[config.mk]
export PLATFORM = sky130hd
export DESIGN_NAME = vx_dcr_launch_seq
export DESIGN_NICKNAME = d
export VERILOG_FILES = /design/src/rtl/vx_dcr_launch_seq.sv
export SDC_FILE = /design/constraint.sdc
export NUM_CORES = 1
export LEC_CHECK = 0
export CAP_MARGIN = 10
export CORE_MARGIN = 3
export CORE_UTILIZATION = 50
export CTS_CLUSTER_SIZE = 14
export DETAILED_ROUTE_END_ITERATION = 8
export DONT_BUFFER_PORTS = 1
export GPL_ROUTABILITY_DRIVEN = 0
export PLACE_DENSITY = 0.72
export SLEW_MARGIN = 30
export SYNTH_ARGS = -nofsm -noshare
export SYNTH_HDL_FRONTEND = slang
export SYNTH_SLANG_ARGS = --single-unit
[constraint.sdc]
create_clock -name clk -period 4.88 [get_ports clk]
set_input_delay 0.488 -clock clk [delete_from_list [all_inputs] [get_ports clk]]
set_output_delay 0.488 -clock clk [all_outputs]
set_load 0.05 [all_outputs]
[src/rtl/vx_dcr_launch_seq.sv]
// vx_dcr_launch_seq: host-side DCR write sequencer feeding the KMU.
// Buffers {addr, data} DCR writes, replays them one per cycle on commit,
// then waits for kmu_start and reports done.
// Optional feature macro: VX_DCR_SEQ_TIMEOUT_EN adds a start-wait timeout.
// Widths come from VX_DCR_ADDR_WIDTH / VX_DCR_DATA_WIDTH (defaults below).

`ifndef VX_DCR_ADDR_WIDTH
`define VX_DCR_ADDR_WIDTH 12
`endif
`ifndef VX_DCR_DATA_WIDTH
`define VX_DCR_DATA_WIDTH 32
`endif

module vx_dcr_launch_seq #(
   parameter int DEPTH   = 16,
   parameter int TIMEOUT = 1024
) (
   input  logic                           clk,
   input  logic                           reset,
   input  logic                           push_valid,
   input  logic [`VX_DCR_ADDR_WIDTH-1:0]  push_addr,
   input  logic [`VX_DCR_DATA_WIDTH-1:0]  push_data,
   output logic                           push_ready,
   input  logic                           commit,
   output logic                           dcr_wr_valid,
   output logic [`VX_DCR_ADDR_WIDTH-1:0]  dcr_wr_addr,
   output logic [`VX_DCR_DATA_WIDTH-1:0]  dcr_wr_data,
   input  logic                           kmu_start,
   output logic                           busy,
   output logic                           done,
   output logic                           timeout,
   output logic [$clog2(DEPTH+1)-1:0]     count
);

   localparam int AW = `VX_DCR_ADDR_WIDTH;
   localparam int DW = `VX_DCR_DATA_WIDTH;
   localparam int PW = $clog2(DEPTH);
   localparam int CW = $clog2(DEPTH+1);

   typedef enum logic [1:0] {
      S_IDLE  = 2'd0,
      S_DRAIN = 2'd1,
      S_WAIT  = 2'd2
   } state_e;

   state_e            state_q, state_d;
   logic [PW-1:0]     wr_ptr_q, wr_ptr_d;
   logic [PW-1:0]     rd_ptr_q, rd_ptr_d;
   logic [CW-1:0]     count_q, count_d;
   logic [AW+DW-1:0]  mem_q [DEPTH];
   logic              wr_valid_q, wr_valid_d;
   logic [AW-1:0]     wr_addr_q, wr_addr_d;
   logic [DW-1:0]     wr_data_q, wr_data_d;
   logic              done_q, done_d;
   logic              busy_q, busy_d;
   logic              push_acc;
   logic              pop;
   logic [AW+DW-1:0]  pop_entry;

`ifdef VX_DCR_SEQ_TIMEOUT_EN
   localparam int TW = $clog2(TIMEOUT+1);
   logic [TW-1:0]     tmo_cnt_q, tmo_cnt_d;
   logic              timeout_q, timeout_d;
`else
   // TIMEOUT only matters when the timeout feature is built in.
   logic              unused_timeout;
   assign unused_timeout = ^TIMEOUT;
`endif

   assign push_ready = (state_q == S_IDLE) && (count_q < CW'(DEPTH));
   assign push_acc   = push_valid && push_ready;

   // Next-state, pointer/occupancy update and registered output values.
   always_comb begin
      // NOTE: every variable gets a default first so no path leaves a latch.
      state_d    = state_q;
      wr_ptr_d   = wr_ptr_q;
      rd_ptr_d   = rd_ptr_q;
      wr_valid_d = 1'b0;
      wr_addr_d  = '0;
      wr_data_d  = '0;
      done_d     = 1'b0;
      pop        = 1'b0;
      // An empty buffer can only be committed together with a push: forward it.
      pop_entry  = (count_q != '0) ? mem_q[rd_ptr_q] : {push_addr, push_data};
`ifdef VX_DCR_SEQ_TIMEOUT_EN
      tmo_cnt_d  = tmo_cnt_q;
      timeout_d  = 1'b0;
`endif

      if (push_acc) wr_ptr_d = wr_ptr_q + PW'(1);

      case (state_q)
         S_IDLE: begin
            if (commit && ((count_q != '0) || push_acc)) begin
               state_d = S_DRAIN;
               pop     = 1'b1;
            end
         end
         S_DRAIN: begin
            if (count_q != '0) begin
               pop = 1'b1;
            end else begin
               state_d = S_WAIT;
`ifdef VX_DCR_SEQ_TIMEOUT_EN
               tmo_cnt_d = '0;
`endif
            end
         end
         S_WAIT: begin
            if (kmu_start) begin
               done_d  = 1'b1;
               state_d = S_IDLE;
            end
`ifdef VX_DCR_SEQ_TIMEOUT_EN
            else if (tmo_cnt_q == TW'(TIMEOUT-1)) begin
               timeout_d = 1'b1;
               state_d   = S_IDLE;
            end else begin
               tmo_cnt_d = tmo_cnt_q + TW'(1);
            end
`endif
         end
         default: state_d = S_IDLE;
      endcase

      if (pop) begin
         wr_valid_d             = 1'b1;
         {wr_addr_d, wr_data_d} = pop_entry;
         rd_ptr_d               = rd_ptr_q + PW'(1);
      end

      count_d = count_q + CW'(push_acc) - CW'(pop);
      busy_d  = (state_d != S_IDLE);
   end

   // State, pointers, occupancy and output registers.
   always_ff @(posedge clk) begin
      if (!reset) begin
         state_q    <= S_IDLE;
         wr_ptr_q   <= '0;
         rd_ptr_q   <= '0;
         count_q    <= '0;
         wr_valid_q <= 1'b0;
         wr_addr_q  <= '0;
         wr_data_q  <= '0;
         done_q     <= 1'b0;
         busy_q     <= 1'b0;
      end else begin
         // NOTE: non-blocking assignments so every flop samples pre-edge values.
         state_q    <= state_d;
         wr_ptr_q   <= wr_ptr_d;
         rd_ptr_q   <= rd_ptr_d;
         count_q    <= count_d;
         wr_valid_q <= wr_valid_d;
         wr_addr_q  <= wr_addr_d;
         wr_data_q  <= wr_data_d;
         done_q     <= done_d;
         busy_q     <= busy_d;
      end
   end

   // Buffer storage, written on every accepted push.
   // NOTE: the array is not reset; pointers and occupancy decide which entries are live.
   always_ff @(posedge clk) begin
      if (push_acc) mem_q[wr_ptr_q] <= {push_addr, push_data};
   end

`ifdef VX_DCR_SEQ_TIMEOUT_EN
   // Start-wait counter and timeout pulse register.
   always_ff @(posedge clk) begin
      if (!reset) begin
         tmo_cnt_q <= '0;
         timeout_q <= 1'b0;
      end else begin
         tmo_cnt_q <= tmo_cnt_d;
         timeout_q <= timeout_d;
      end
   end

   assign timeout = timeout_q;
`else
   assign timeout = 1'b0;
`endif

   assign dcr_wr_valid = wr_valid_q;
   assign dcr_wr_addr  = wr_addr_q;
   assign dcr_wr_data  = wr_data_q;
   assign done         = done_q;
   assign busy         = busy_q;
   assign count        = count_q;

endmodule

==> results of run 1 <==
==> layout by cell type, fill, tap and decap left out, types with 4 or more instances in the layout <==
cell and count:
buf_4 27, buf_12 10, dfxtp_1 63, mux2i_1 89, xor2_1 4, a21oi_1 8
o221ai_2 40, dlygate4sd3_1 46, clkinv_2 6, clkbuf_1 24, inv_1 5, o221ai_1 4
nand2_1 56, bufinv_16 4, nor2_1 14, ha_1 10, clkbuf_16 81, nor2_4 12
clkinv_1 14, clkbuf_8 9, mux4_2 176, edfxtp_1 704, nor3_2 4, xnor2_1 4
==> synthesized netlist by cell type (all sizes together) (3+ instances only) <==
library cell / number / area, µm²
clkbuf: 30 / 113
nand2b: 3 / 18.8
xor2: 4 / 35.0
nor3: 5 / 25.0
o221ai: 44 / 636
xnor2: 4 / 35.0
mux4: 176 / 3960
a21oi: 8 / 40.0
dfxtp: 66 / 1320
nand2: 56 / 210
edfxtp: 704 / 21100
ha: 10 / 125
nor2: 26 / 97.6
inv: 5 / 18.8
mux2i: 89 / 891
and2: 3 / 18.8
buf: 40 / 229
==> sequential cells by signal, summed over array words and instances (netlist names), named ones only <==
name,cells
busy,1
count,5
dcr_wr_addr,12
dcr_wr_data,32
dcr_wr_valid,1
done,1
mem_q,704
rd_ptr_q,4
state_q,2
wr_ptr_q,4
==> stage by stage <==
stage	hold WS (ps)	instances	utilization (%)
after floorplan	478	1296	-
after global placement	494	2018	53.0
after detailed placement	508	2024	53.2
after CTS	2.39	2212	58.4
after global routing	42.8	2214	58.4
final	40.3	2215	58.5
==> routing by layer <==
metal	wire length (µm)	up-vias	part of all wire, %
met4	1290	2	2.2
li1	-	5629	-
met5	13	-	0.022
met3	3440	86	5.9
met2	29200	389	50
met1	24100	6999	42
==> cell type report <==
type                       instances  share of cell area (%)
sequential                       770                    67.4
multi-input combinational        450                    19.2
clock buffer                     114                    6.72
timing repair buffer              89                    2.97
tap                              756                    2.84
clock inverter                    28                   0.773
inverter                           6                  0.0675
antenna                            2                  0.0150
==> kinds of logic after synthesis <==
kind of cell               share of synthesized area [%]
AOI/OAI and AO/OA                                   2.54
xor gates and xnor gates                           0.241
adders and majority gates                          0.499
buffers and inverters                               1.25
DFF                                                 77.2
muxes                                               16.7
other                                             0.0129
and+or+nand+nor                                     1.62
==> power by group through the flow <==
stage                     clock (W)  combinational [W]  sequential (W)
final                       0.00575            0.00280         0.00837
after global routing        0.00613            0.00302         0.00841
after CTS                   0.00587            0.00284         0.00838
after detailed placement          0            0.00272         0.00852
after global placement            0            0.00260         0.00857
after floorplan                   0            0.00228         0.00827
==> worst max-delay path by stage <==
stage	from	to	slack [ps]	cells after the start
floorplan	count[4]	mem_q[3][0]	10	3
global placement	count[3]	count[4]	1680	11
detailed placement	count[3]	count[4]	1650	11
CTS	count[3]	count[4]	1630	11
global route	count[3]	count[4]	1430	11
finish	count[3]	count[4]	1620	11
==> repair_timing <==
action | 4_1_cts | 5_1_grt
hold buffers | 46 | 0
endpoints found under the hold margin | 752 | 0
gates resized for setup | 0 | 0
buffers inserted | 0 | 0
==> results.tsv, run 1 <==
metric	value	unit
status	complete, no violations	
Req. time, crit path	5390	ps
met3 Usage GRT	3.52	%
unique cell type count in the Yosys netlist	39	
reg2reg end	count[4]	
Seq pwr share	49.5	%
Worst R2R Setup Slack	1620	ps
Rows	87	
first-pass GRT wire length	88900	µm
hold path startpoint	push_addr[1]	
vias per cell	5.92	
WHS Path Cells	2	
crit path max-delay cell type	or4b_2	
total grt overflow	0	
CP Class	register to register	
GR Layer Usage met1	27.5	%
Post-synth EDFFs	704	
port buffer count	0	
async set or reset register ratio after synthesis	0	%
Slew headroom	34.2	%
Pre-antenna DRT Iters	5	
die height	247	µm
delay of the slowest critical-path stage	680	ps
Syn Nets	1356	
H-tree Lvls	3	
layout cell share with drive strength beyond 1	26.7	%
Fin. Hold Viols	0	
CTS root buf	clkbuf_16	
Tcrit/Tclk final	66.7	%
io pins	103	
Tot Pwr	0.0169	W
Starting Density	51.0	%
P_sw	0.00457	W
Hold Path End	dcr_wr_addr[1]	
CP delay by family, top	simple AND/OR/NAND/NOR gates	
Layout Nets	1454	
HP Class	input port to register	
sequential share of the synthesized area	77.2	%
Static Leak	10.3	nW
R2R cell count	11	
CP Capture Type	register	
max-cap check violation count	0	
unrepaired setup endpoints after global routing	no	
# DRC	0	
Max Root-Sink Buffers	3	
CTS tree	done	
initial drt markers	1100	
worst-margin pin slew	986	ps
initial antenna violation count	2	
P_int	0.0123	W
DP Worst Slack	1650	ps
drt total wl	58100	µm
synthesized flop and latch total	770	
main flop type after synthesis	edfxtp_1	
vias in the first global route	13720	
Tmin final	3260	ps
wire per inst	26.2	µm
antenna viol nets, final	0	
Ys Warns	0	
peak-usage layer in the global routing report	met2	
Syn Inst Count	1296	
worst r2r src	count[3]	
CP Max Fanout	4	
Multi-input gate area	0.00640	mm²
syn avg cell area	22.5	µm²
Worst Path Buf+Inv	1	
Area growth syn-to-layout	14.5	%
register area	0.0225	mm²
crit path cell chain	inv_1, ha_1, or4b_2, nand3_1, o21ai_0, ha_1, fa_1, a21oi_1, nor2_1, or3_1, a21oi_1	
via count	13105	
# setup viols final	0	
Fillers	4002	
Pwr Density	507	mW/mm²
Placement Cell Area	0.0303	mm²
VDD IR max	0.276	mV
final setup margin	1620	ps
Gate power share	16.5	%
routing usage on met2	32.0	%
dpl hpwl	31400	µm
max-slew violations	0	
Clk pin slew, worst setup/hold paths	60	ps
clock sink count	770	
post-synthesis cell area	0.0291	mm²
clk_skew	22.3	ps
Worst-Skew Late Latency	610	ps
total global-route track usage	19.7	%
Core Region	0.0570	mm²
die width	247	µm
crit path DAT	3770	ps
sw frac	27.0	%
CP startpoint kind	register	
largest net degree at the start of global routing	66	
Final TNS setup	0	ps
fmax	307	MHz
design area	0.0333	mm²
clock power share	34.0	%
die area	0.0611	mm²
Num CTS Buffers	77	
Note: power is estimated with default switching activity, not from simulation.
==> run 2, diff against run 1 <==
Clock period 4.88 ns to 2.7 ns, I/O delays scaled along.
==> run 2 against run 1 <==
Sequential power increased by 78%. Sequential cell count unchanged. Largest cell class unchanged. Global-route usage increased by 0.90 points. Largest power group unchanged.
==> results.tsv, run 2 (same netlist as run 1, synthesis figures left out) <==
metric	value	unit	change
status	complete, no violations		
CTS tree	done		
crit path DAT	3050	ps	-720 ps
drt total wl	60600	µm	+4.3%
CP Capture Type	register		
HP Class	input port to register		
Layout Nets	1489		+2.4%
total global-route track usage	20.6	%	+0.90 points
Worst Path Buf+Inv	1		unchanged
most frequent cells in the layout	edfxtp_1, mux4_2, mux2i_1		
CP delay by family, top	simple AND/OR/NAND/NOR gates		
die width	247	µm	unchanged
delay of the slowest critical-path stage	480	ps	-200 ps
max-cap check violation count	0		unchanged
Tcrit/Tclk final	93.6	%	+27 points
most common cell after layout, fill and taps aside	edfxtp_1		
final setup margin	173	ps	-1450 ps
met1 WL	24400	µm	+1.2%
crit path cell chain	inv_2, ha_1, or4b_4, nand3_2, o21ai_0, ha_2, fa_2, a21oi_2, nor2_1, or3_1, a21oi_1		
unrepaired setup endpoints after global routing	no		
CP startpoint kind	register		
antenna viol nets, final	0		unchanged
Fin. Hold Viols	0		unchanged
dpl hpwl	32700	µm	+4.3%
Core Region	0.0570	mm²	unchanged
vias in the first global route	14276		+4.1%
CTS root buf	clkbuf_16		
Num CTS Buffers	77		unchanged
Slew headroom	47.6	%	+13 points
Fillers	3961		-1.0%
Area growth syn-to-layout	17.1	%	
Tot Pwr	0.0310	W	+83%
wire per inst	26.9	µm	+2.6%
clock sink count	770		unchanged
io pins	103		unchanged
# DRC	0		unchanged
die height	247	µm	unchanged
DP Worst Slack	1.84	ps	-1650 ps
Tmin final	2530	ps	-729 ps
via count	13360		+1.9%
Starting Density	51.0	%	unchanged
Pwr Density	910	mW/mm²	+79%
fin cells	2252		+1.7%
dpl cells	2059		+1.7%
port buffer count	0		unchanged
Static Leak	10.5	nW	+2.5%
Rows	87		unchanged
Worst-Skew Late Latency	630	ps	+20 ps
crit path max-delay cell type	or4b_4		
first-pass GRT wire length	92400	µm	+3.9%
Req. time, crit path	3220	ps	-2170 ps
Worst Hold Slack	32.6	ps	-7.73 ps
die area	0.0611	mm²	unchanged
Pre-antenna DRT Iters	5		unchanged
vias per cell	5.93		+0.27%
largest net degree at the start of global routing	45		-32%
Top Metal Used	met5		
CP Max Fanout	2		-2
register area	0.0225	mm²	about the same
CP Class	register to register		
Max Root-Sink Buffers	3		unchanged
Final TNS setup	0	ps	unchanged
worst-margin pin slew	783	ps	-203 ps
fmax	396	MHz	+29%
VDD IR max	0.479	mV	+73%
Multi-input gate area	0.00645	mm²	+0.70%
Largest register FFs	704		unchanged
metal3 WL	4210	µm	+22%
layout cell share with drive strength beyond 1	29.6	%	+2.9 points
clk_skew	30.1	ps	+7.78 ps
initial antenna violation count	4		+2
# setup viols final	0		unchanged
Clk pin slew, worst setup/hold paths	60	ps	about the same
total grt overflow	0		unchanged
initial drt markers	1154		+4.9%
Largest Register	mem_q		
max-slew violations	0		unchanged
H-tree Lvls	3		unchanged
Met2 Routed Length	30800	µm	+5.6%
==> run 2: area by class of cell <==
class | instances | share of cell area [%]
Multi-Input combinational cell | 450 | 18.9
Timing Repair Buffer | 124 | 5.06
Sequential cell | 770 | 65.9
Tap cell | 756 | 2.77
Inverter | 6 | 0.0661
Clock inverter | 40 | 1.07
Antenna cell | 4 | 0.0294
Clock buffer | 102 | 6.13
==> run 2: worst paths after layout <==
kind              slack (ps)  cells after the start         from           to
setup / recovery         170                     11     count[2]     count[4]
hold / removal            30                      2        reset     count[4]
setup reg to reg         170                     11     count[2]     count[4]
hold reg to reg          520                      2  wr_ptr_q[0]  wr_ptr_q[0]
==> run 2: repair_timing <==
action                                  4_1_cts  5_1_grt
hold buffers                                 47        0
hold endpoints to repair                    757        0
endpoints found under the setup margin        1        0
setup buffers                                 0        0
gates resized for setup                       1        0
==> run 2: per-layer routing <==
| layer | vias to the layer above | track usage, % |
|---|---|---|
| met4 | 2 | 5.44 |
| met3 | 87 | 4.15 |
| met2 | 446 | 34.4 |
| met5 | - | 0 |
| met1 | 7106 | 28.1 |
| li1 | 5719 | - |
==> run 2: where the power goes <==
part	internal, W	total [W]	leakage (nW)	switching (W)
Sequential	0.0136	0.0149	6.89	0.00130
Clock	0.00589	0.0103	1.20	0.00443
Combinational	0.00296	0.00579	2.44	0.00283
==> run 2: per-stage QoR <==
step	cell area [µm²]	utilization, %
floorplan	29300	-
global placement	31200	54.6
detailed placement	31200	54.6
CTS	34100	59.8
global route	34100	59.8
finish	34100	59.8
